**config.mk**
```make
export PLATFORM = sky130hd
export DESIGN_NAME = mult_initiator_flat
export DESIGN_NICKNAME = d
export VERILOG_FILES = /design/src/rtl/mult_initiator_pkg.sv /design/src/rtl/mult_initiator_if.sv /design/src/rtl/mult_operand_fifo.sv /design/src/rtl/mult_initiator.sv /design/src/flat_wrapper.sv
export SDC_FILE = /design/constraint.sdc
export NUM_CORES = 1
export LEC_CHECK = 0
export CORE_MARGIN = 2
export CORE_UTILIZATION = 51
export DETAILED_ROUTE_END_ITERATION = 10
export PLACE_DENSITY = 0.84
export SYNTH_ARGS = -nofsm -noshare
export SYNTH_HDL_FRONTEND = slang
export SYNTH_SLANG_ARGS = --single-unit
```
**constraint.sdc**
```tcl
create_clock -name clk -period 9.95 [get_ports clk]
set_input_delay 1.99 -clock clk [delete_from_list [all_inputs] [get_ports clk]]
set_output_delay 1.99 -clock clk [all_outputs]
set_load 0.02 [all_outputs]
```
**src/rtl/mult_initiator_pkg.sv**
```systemverilog
// Shared constants for mult_initiator: FSM state encoding and default parameter values.
package mult_initiator_pkg;

  localparam int DEF_WIDTH          = 32;
  localparam int DEF_DEPTH          = 2;
  localparam int DEF_TIMEOUT_CYCLES = 64;

  typedef enum logic [1:0] {
    IDLE = 2'd0,
    REQ  = 2'd1,
    ACK  = 2'd2,
    OUT  = 2'd3
  } state_t;

endpackage

```
**src/rtl/mult_initiator_if.sv**
```systemverilog
// Bundles the upstream operand port, the multiplier handshake and the downstream product port.
interface mult_initiator_if
  import mult_initiator_pkg::*;
#(
  parameter int WIDTH = DEF_WIDTH
);

  logic               in_valid;
  logic               in_ready;
  logic [WIDTH-1:0]   in_a;
  logic [WIDTH-1:0]   in_b;
  logic [WIDTH-1:0]   a;
  logic [WIDTH-1:0]   b;
  logic               valid_data;
  logic               Done_Flag;
  logic [2*WIDTH-1:0] producto;
  logic               ack;
  logic               out_valid;
  logic               out_ready;
  logic [2*WIDTH-1:0] out_producto;
  logic               timeout_err;

  modport master (
    input  in_valid, in_a, in_b, Done_Flag, producto, out_ready,
    output in_ready, a, b, valid_data, ack, out_valid, out_producto, timeout_err
  );

  modport slave (
    output in_valid, in_a, in_b, Done_Flag, producto, out_ready,
    input  in_ready, a, b, valid_data, ack, out_valid, out_producto, timeout_err
  );

endinterface

```
**src/rtl/mult_operand_fifo.sv**
```systemverilog
// Operand-pair buffer: DEPTH entries with wrap-around pointers carrying an extra lap bit for full/empty.
module mult_operand_fifo #(
  parameter int WIDTH = 64,
  parameter int DEPTH = 2
) (
  input  logic             clk,
  input  logic             reset,
  input  logic             push,
  input  logic [WIDTH-1:0] wdata,
  input  logic             pop,
  output logic [WIDTH-1:0] rdata,
  output logic             full,
  output logic             empty
);

  localparam int PTR_W = $clog2(DEPTH);

  logic [WIDTH-1:0] mem [DEPTH];
  logic [PTR_W:0]   wr_ptr;
  logic [PTR_W:0]   rd_ptr;

  always_ff @(posedge clk or negedge reset) begin
    if (!reset) begin
      wr_ptr <= '0;
      rd_ptr <= '0;
    end else begin
      if (push && !full)
        wr_ptr <= wr_ptr + (PTR_W+1)'(1);
      if (pop && !empty)
        rd_ptr <= rd_ptr + (PTR_W+1)'(1);
    end
  end

  always_ff @(posedge clk) begin
    if (push && !full)
      mem[wr_ptr[PTR_W-1:0]] <= wdata;
  end

  // Same slot index but different lap bit means the writer is a full lap ahead.
  assign full  = (wr_ptr[PTR_W] != rd_ptr[PTR_W]) &&
                 (wr_ptr[PTR_W-1:0] == rd_ptr[PTR_W-1:0]);
  assign empty = (wr_ptr == rd_ptr);
  assign rdata = mem[rd_ptr[PTR_W-1:0]];

endmodule

```
**src/rtl/mult_initiator.sv**
```systemverilog
// Feeds buffered operand pairs to a REQ/ACK-handshake multiplier and holds each product for downstream.
// Define MULT_INIT_TIMEOUT_EN to add a sticky watchdog on the REQ phase.
module mult_initiator
  import mult_initiator_pkg::*;
#(
  parameter int WIDTH          = DEF_WIDTH,
  parameter int DEPTH          = DEF_DEPTH,
  parameter int TIMEOUT_CYCLES = DEF_TIMEOUT_CYCLES
) (
  input logic              clk,
  input logic              reset,
  mult_initiator_if.master bus
);

  state_t             state;
  state_t             state_next;
  logic               push;
  logic               pop;
  logic               full;
  logic               empty;
  logic [2*WIDTH-1:0] head;
  logic               timeout_hit;
  logic [WIDTH-1:0]   a_q;
  logic [WIDTH-1:0]   b_q;
  logic [2*WIDTH-1:0] prod_q;
  logic               valid_data;
  logic               ack;
  logic               out_valid;

  // in_ready depends only on occupancy, so a pop never makes room for a same-cycle write into a full buffer.
  assign bus.in_ready = !full;
  assign push         = bus.in_valid && !full;

  mult_operand_fifo #(
    .WIDTH (2*WIDTH),
    .DEPTH (DEPTH)
  ) u_fifo (
    .clk   (clk),
    .reset (reset),
    .push  (push),
    .wdata ({bus.in_a, bus.in_b}),
    .pop   (pop),
    .rdata (head),
    .full  (full),
    .empty (empty)
  );

  always_ff @(posedge clk or negedge reset) begin
    if (!reset)
      state <= IDLE;
    else
      state <= state_next;
  end

  always_comb begin
    state_next = state;
    pop        = 1'b0;
    case (state)
      IDLE: begin
        if (!empty) begin
          pop        = 1'b1;
          state_next = REQ;
        end
      end
      REQ: begin
        if (bus.Done_Flag)
          state_next = ACK;
        else if (timeout_hit)
          state_next = IDLE;
      end
      ACK: begin
        if (!bus.Done_Flag)
          state_next = OUT;
      end
      OUT: begin
        if (bus.out_ready) begin
          if (!empty) begin
            pop        = 1'b1;
            state_next = REQ;
          end else begin
            state_next = IDLE;
          end
        end
      end
      default: state_next = IDLE;
    endcase
  end

  always_comb begin
    valid_data = 1'b0;
    ack        = 1'b0;
    out_valid  = 1'b0;
    case (state)
      REQ:     valid_data = 1'b1;
      ACK:     ack        = 1'b1;
      OUT:     out_valid  = 1'b1;
      default: ;
    endcase
  end

  always_ff @(posedge clk or negedge reset) begin
    if (!reset) begin
      a_q    <= '0;
      b_q    <= '0;
      prod_q <= '0;
    end else begin
      if (pop)
        {a_q, b_q} <= head;
      if (state == REQ && bus.Done_Flag)
        prod_q <= bus.producto;
    end
  end

  assign bus.a            = a_q;
  assign bus.b            = b_q;
  assign bus.out_producto = prod_q;
  assign bus.valid_data   = valid_data;
  assign bus.ack          = ack;
  assign bus.out_valid    = out_valid;

`ifdef MULT_INIT_TIMEOUT_EN
  localparam int CNT_W = $clog2(TIMEOUT_CYCLES + 1);

  logic [CNT_W-1:0] req_cnt;
  logic             timeout_q;

  // Fires on the last permitted REQ cycle, so valid_data is high for exactly TIMEOUT_CYCLES cycles.
  assign timeout_hit = (state == REQ) && !bus.Done_Flag &&
                       (req_cnt == CNT_W'(TIMEOUT_CYCLES - 1));

  always_ff @(posedge clk or negedge reset) begin
    if (!reset) begin
      req_cnt   <= '0;
      timeout_q <= 1'b0;
    end else begin
      if (state == REQ && state_next == REQ)
        req_cnt <= req_cnt + CNT_W'(1);
      else
        req_cnt <= '0;
      if (timeout_hit)
        timeout_q <= 1'b1;
    end
  end

  assign bus.timeout_err = timeout_q;
`else
  assign timeout_hit     = 1'b0;
  assign bus.timeout_err = 1'b0;
`endif

endmodule

```
**src/flat_wrapper.sv**
```systemverilog
// flat-port wrapper written by rule: the top's interface ports become plain ports
module mult_initiator_flat import mult_initiator_pkg::*;
#(
  parameter int WIDTH          = DEF_WIDTH,
  parameter int DEPTH          = DEF_DEPTH,
  parameter int TIMEOUT_CYCLES = DEF_TIMEOUT_CYCLES
)
  (clk, reset, bus_in_valid, bus_in_a, bus_in_b, bus_Done_Flag, bus_producto, bus_out_ready, bus_in_ready, bus_a, bus_b, bus_valid_data, bus_ack, bus_out_valid, bus_out_producto, bus_timeout_err);
  mult_initiator_if #(.WIDTH(WIDTH)) bus_i ();
  input logic clk;
  input logic reset;
  input wire logic [$bits(bus_i.in_valid)-1:0] bus_in_valid;
  input wire logic [$bits(bus_i.in_a)-1:0] bus_in_a;
  input wire logic [$bits(bus_i.in_b)-1:0] bus_in_b;
  input wire logic [$bits(bus_i.Done_Flag)-1:0] bus_Done_Flag;
  input wire logic [$bits(bus_i.producto)-1:0] bus_producto;
  input wire logic [$bits(bus_i.out_ready)-1:0] bus_out_ready;
  output wire logic [$bits(bus_i.in_ready)-1:0] bus_in_ready;
  output wire logic [$bits(bus_i.a)-1:0] bus_a;
  output wire logic [$bits(bus_i.b)-1:0] bus_b;
  output wire logic [$bits(bus_i.valid_data)-1:0] bus_valid_data;
  output wire logic [$bits(bus_i.ack)-1:0] bus_ack;
  output wire logic [$bits(bus_i.out_valid)-1:0] bus_out_valid;
  output wire logic [$bits(bus_i.out_producto)-1:0] bus_out_producto;
  output wire logic [$bits(bus_i.timeout_err)-1:0] bus_timeout_err;
  assign bus_i.in_valid = bus_in_valid;
  assign bus_i.in_a = bus_in_a;
  assign bus_i.in_b = bus_in_b;
  assign bus_i.Done_Flag = bus_Done_Flag;
  assign bus_i.producto = bus_producto;
  assign bus_i.out_ready = bus_out_ready;
  assign bus_in_ready = bus_i.in_ready;
  assign bus_a = bus_i.a;
  assign bus_b = bus_i.b;
  assign bus_valid_data = bus_i.valid_data;
  assign bus_ack = bus_i.ack;
  assign bus_out_valid = bus_i.out_valid;
  assign bus_out_producto = bus_i.out_producto;
  assign bus_timeout_err = bus_i.timeout_err;
  mult_initiator #(.WIDTH(WIDTH), .DEPTH(DEPTH), .TIMEOUT_CYCLES(TIMEOUT_CYCLES)) u_core (.clk(clk), .reset(reset), .bus(bus_i));
endmodule
```
==> flow_metrics.env <==
export IMPL_status="finished clean"
export IMPL_drt_iter0_markers=237
export IMPL_max_stage_delay_ns=0.63
export IMPL_synth_top_area_frac=0.404
export IMPL_maxSlewViolCount=0
export IMPL_grt_max_degree=95
export IMPL_finalHoldViolations=0
export IMPL_grt_met2_usage=0.371
export IMPL_grt_pass1_vias=6075
export IMPL_nets=989
export IMPL_p_int_mw=3.10
export IMPL_synth_most_common_cell="dfrtp_1"
export IMPL_final_layout_size_suffix_gt1_frac=0.134
export IMPL_fin_setup_tns_ns=0
export IMPL_rows=49
export IMPL_fin_worst_skew_ns=0.0179
export IMPL_cp_num_buf_inv=1
export IMPL_postSynthAreaPerCell_um2=16.4
export IMPL_dp_hpwl_mm=14.0
export IMPL_vias=5722
export IMPL_yosysSeqAreaShare=0.756
export IMPL_synth_top_area_cell="edfxtp_1"
export IMPL_cp_max_fo=19
export IMPL_drc_errors=0
export IMPL_worst_pin_slew_ns=1.01
export IMPL_grt_util_all_layers=0.213
export IMPL_pin_count=266
export IMPL_critPathRequiredTime_ns=7.96
export IMPL_ctsResizeCount=0
export IMPL_relSlewSlack=0.329
export IMPL_syn_inst=581
export IMPL_globalRouteMet1Util=0.261
export IMPL_grt_pass1_wl_mm=32.8
export IMPL_place_area_mm2=0.0124
export IMPL_cts_hold_buf=0
export IMPL_p_leak_nw=5.20
export IMPL_first_pass_iters=4
export IMPL_rsz0062_at_grt="no"
export IMPL_busiest_layer="met2"
export IMPL_post_cts_setup_buffer_count=0
export IMPL_cts_htree_levels=1
export IMPL_cp_cell_sequence="xnor2_1, nand2b_1, clkdlybuf4s50_1"
export IMPL_p_total_mw=4.74
export IMPL_cp_start_kind="flip-flop"
export IMPL_routabilityCongestion=0.823
export IMPL_ys_warnings_count=0
export IMPL_syn_nets=719
export IMPL_final_setup_viol_count=0
export IMPL_worst_setup_path_end_kind="output pin"
export IMPL_fin_crit_sh=0.438
export IMPL_detail_route_wl_per_cell_um=19.7
export IMPL_cts_buffer_depth=3
export IMPL_power_per_cell_area_mw_per_mm2=358
export IMPL_cts_sinks=262
export IMPL_grt_ovfl_total=0
export IMPL_pwr_share_comb=0.402
export IMPL_p_clk_frac=0.210
export IMPL_place_ws_ns=5.58
export IMPL_clkTransAtPathRegs_ns=0.06
export IMPL_fin_crit_ns=4.36
export IMPL_filler_cell_count=1134
export IMPL_synth_edf_count=128
export IMPL_die_w_um=141
export IMPL_seqPwrFrac=0.388
export IMPL_cts_root_buf="clkbuf_16"
export IMPL_fmax_ghz=0.229
export IMPL_initial_core_util=0.524
export IMPL_p_sw_mw=1.64
export IMPL_ys_types=23
export IMPL_finalInstanceArea_mm2=0.0133
export IMPL_worstSetupPathType="reg -> out"
export IMPL_ys_seq_elements=262
export IMPL_drv_cap=0
export IMPL_clk_latency_ns=0.51
export IMPL_via_per_inst=5.19
export IMPL_area_delta_synth_final_pct=39.4
export IMPL_ir_drop_mv=0.278
export IMPL_holdWs_ns=0.489
export IMPL_core_area_mm2=0.0181
export IMPL_tritoncts="done"
export IMPL_arrival_ns=2.37
export IMPL_fin_ws_ns=5.59
export IMPL_synthArstFlopShare=0.511
export IMPL_synth_common_cells="dfrtp_1 (134), edfxtp_1 (128), a21oi_1 (66), nor2_1 (66)"
export IMPL_switching_share=0.346
export IMPL_die_area_mm2=0.0198
export IMPL_hp_class="reg -> reg"
export IMPL_die_y_um=141
export IMPL_antenna_found_initial=3
export IMPL_gr_usage_met3=0.0673
export IMPL_crit_family="buffers and inverters"
export IMPL_cp_slowest_cell="clkdlybuf4s50_1"
export IMPL_routed_wl_mm=21.7
export IMPL_ant_nets=0
export IMPL_synth_area_top_cells="edfxtp_1 (40%), dfrtp_1 (35%), mux2_2 (7.7%), mux2i_1 (6.8%), a21oi_1 (3.5%)"
export IMPL_synthFlopType="dfrtp_1"
export IMPL_portBuffers=264
export IMPL_synth_cell_area_mm2=0.00951
export IMPL_numCtsBuffers=27
metrics by stage:
stage / util / std cells
floorplan: - / 581
global placement: 0.682 / 1051
detailed placement: 0.682 / 1051
CTS: 0.731 / 1100
global route: 0.731 / 1102
finish: 0.731 / 1102
path summary, 6_finish.rpt:
kind / endpoint / cells after the start / slack, ns / from
setup / recovery: bus_in_ready / 3 / 5.59 / u_core.u_fifo.rd_ptr[0]
hold / removal: u_core.u_fifo.wr_ptr[1] / 1 / 0.49 / u_core.u_fifo.wr_ptr[1]
setup reg to reg: u_core.bus.a[0] / 6 / 7.11 / u_core.u_fifo.rd_ptr[0]
hold reg to reg: u_core.u_fifo.wr_ptr[1] / 1 / 0.49 / u_core.u_fifo.wr_ptr[1]
max in group asynchronous: u_core.u_fifo.rd_ptr[0] / 2 / 7.00 / reset
min in group asynchronous: u_core.bus.a[16] / 1 / 1.44 / reset
registers in the layout, indices dropped and copies added (netlist names):
| signal | flops |
|---|---|
| u_core.u_fifo.mem | 128 |
| u_core.bus.out_producto | 64 |
| u_core.bus.a | 32 |
| u_core.bus.b | 32 |
| u_core.state | 2 |
| u_core.u_fifo.rd_ptr | 2 |
| u_core.u_fifo.wr_ptr | 2 |
power by group through the flow:
stage / clock, mW / sequential [mW] / combinational [mW]
after detailed placement: 0 / 1.85 / 1.91
after CTS: 1.02 / 1.84 / 1.93
after global routing: 1.06 / 1.88 / 2.04
final: 0.997 / 1.84 / 1.91
after floorplan: 0 / 2.13 / 0.787
after global placement: 0 / 1.83 / 1.84
metal layers:
layer,up-vias,wire [um]
met5,-,12
met4,2,390
met3,37,1880
met2,245,10900
met1,2797,8490
li1,2641,-
worst register-to-register path, delay by kind of cell (launching register included):
family | cells | cell delay, ns
xor+xnor | 1 | 0.26
simple gates | 1 | 0.23
flops | 1 | 0.62
buf+inv | 2 | 1.14
compound gates | 2 | 0.48
cell type report:
cell class | instances | area, um2 | share of cell area
inverters | 3 | 11.3 | 0.000849
multi-input cells | 287 | 2180 | 0.164
well taps | 229 | 287 | 0.0216
clock buffers | 32 | 704 | 0.0531
clock inverters | 17 | 188 | 0.0141
flip-flops and latches | 262 | 7200 | 0.543
repair buffers | 270 | 2690 | 0.203
diodes | 2 | 5.00 | 0.000377
cell families (layout without fill, tap and decap cells):
group,Yosys count,count (layout),synth area share
flops,262,262,0.756
fa+ha+maj,5,5,0.00658
xor+xnor,6,6,0.00552
simple gates,74,74,0.0301
other cells,1,3,0.000394
compound gates,71,71,0.0389
buf+inv,32,322,0.0167
mux,130,130,0.145
layout by cell type (no fill, tap or decap):
cell type / synthesis / layout
diode_2: 0 / 2
dfrtp_4: 0 / 1
buf_6: 0 / 1
nor2_1: 66 / 65
xor2_1: 2 / 2
conb_1: 1 / 1
clkbuf_1: 8 / 4
dfrtp_1: 134 / 133
clkinvlp_4: 0 / 2
buf_4: 5 / 6
and3_1: 2 / 1
clkinv_2: 0 / 5
nand2_2: 0 / 1
nor3_1: 1 / 1
and3_4: 0 / 1
bufinv_16: 0 / 4
clkinv_4: 0 / 1
mux2i_1: 65 / 65
inv_1: 3 / 3
nand2_1: 4 / 3
a21oi_1: 66 / 66
xnor2_1: 4 / 4
clkinv_1: 0 / 5
a211o_1: 1 / 1
edfxtp_1: 128 / 128
o22ai_1: 1 / 1
o21ai_0: 1 / 1
o21a_1: 1 / 1
clkdlybuf4s50_1: 0 / 263
a211oi_4: 0 / 1
nor2_4: 0 / 1
mux2_2: 65 / 65
clkbuf_16: 0 / 27
clkbuf_8: 0 / 1
nand2b_1: 1 / 1
ha_1: 5 / 5
Power figures use the tool's default switching activity.
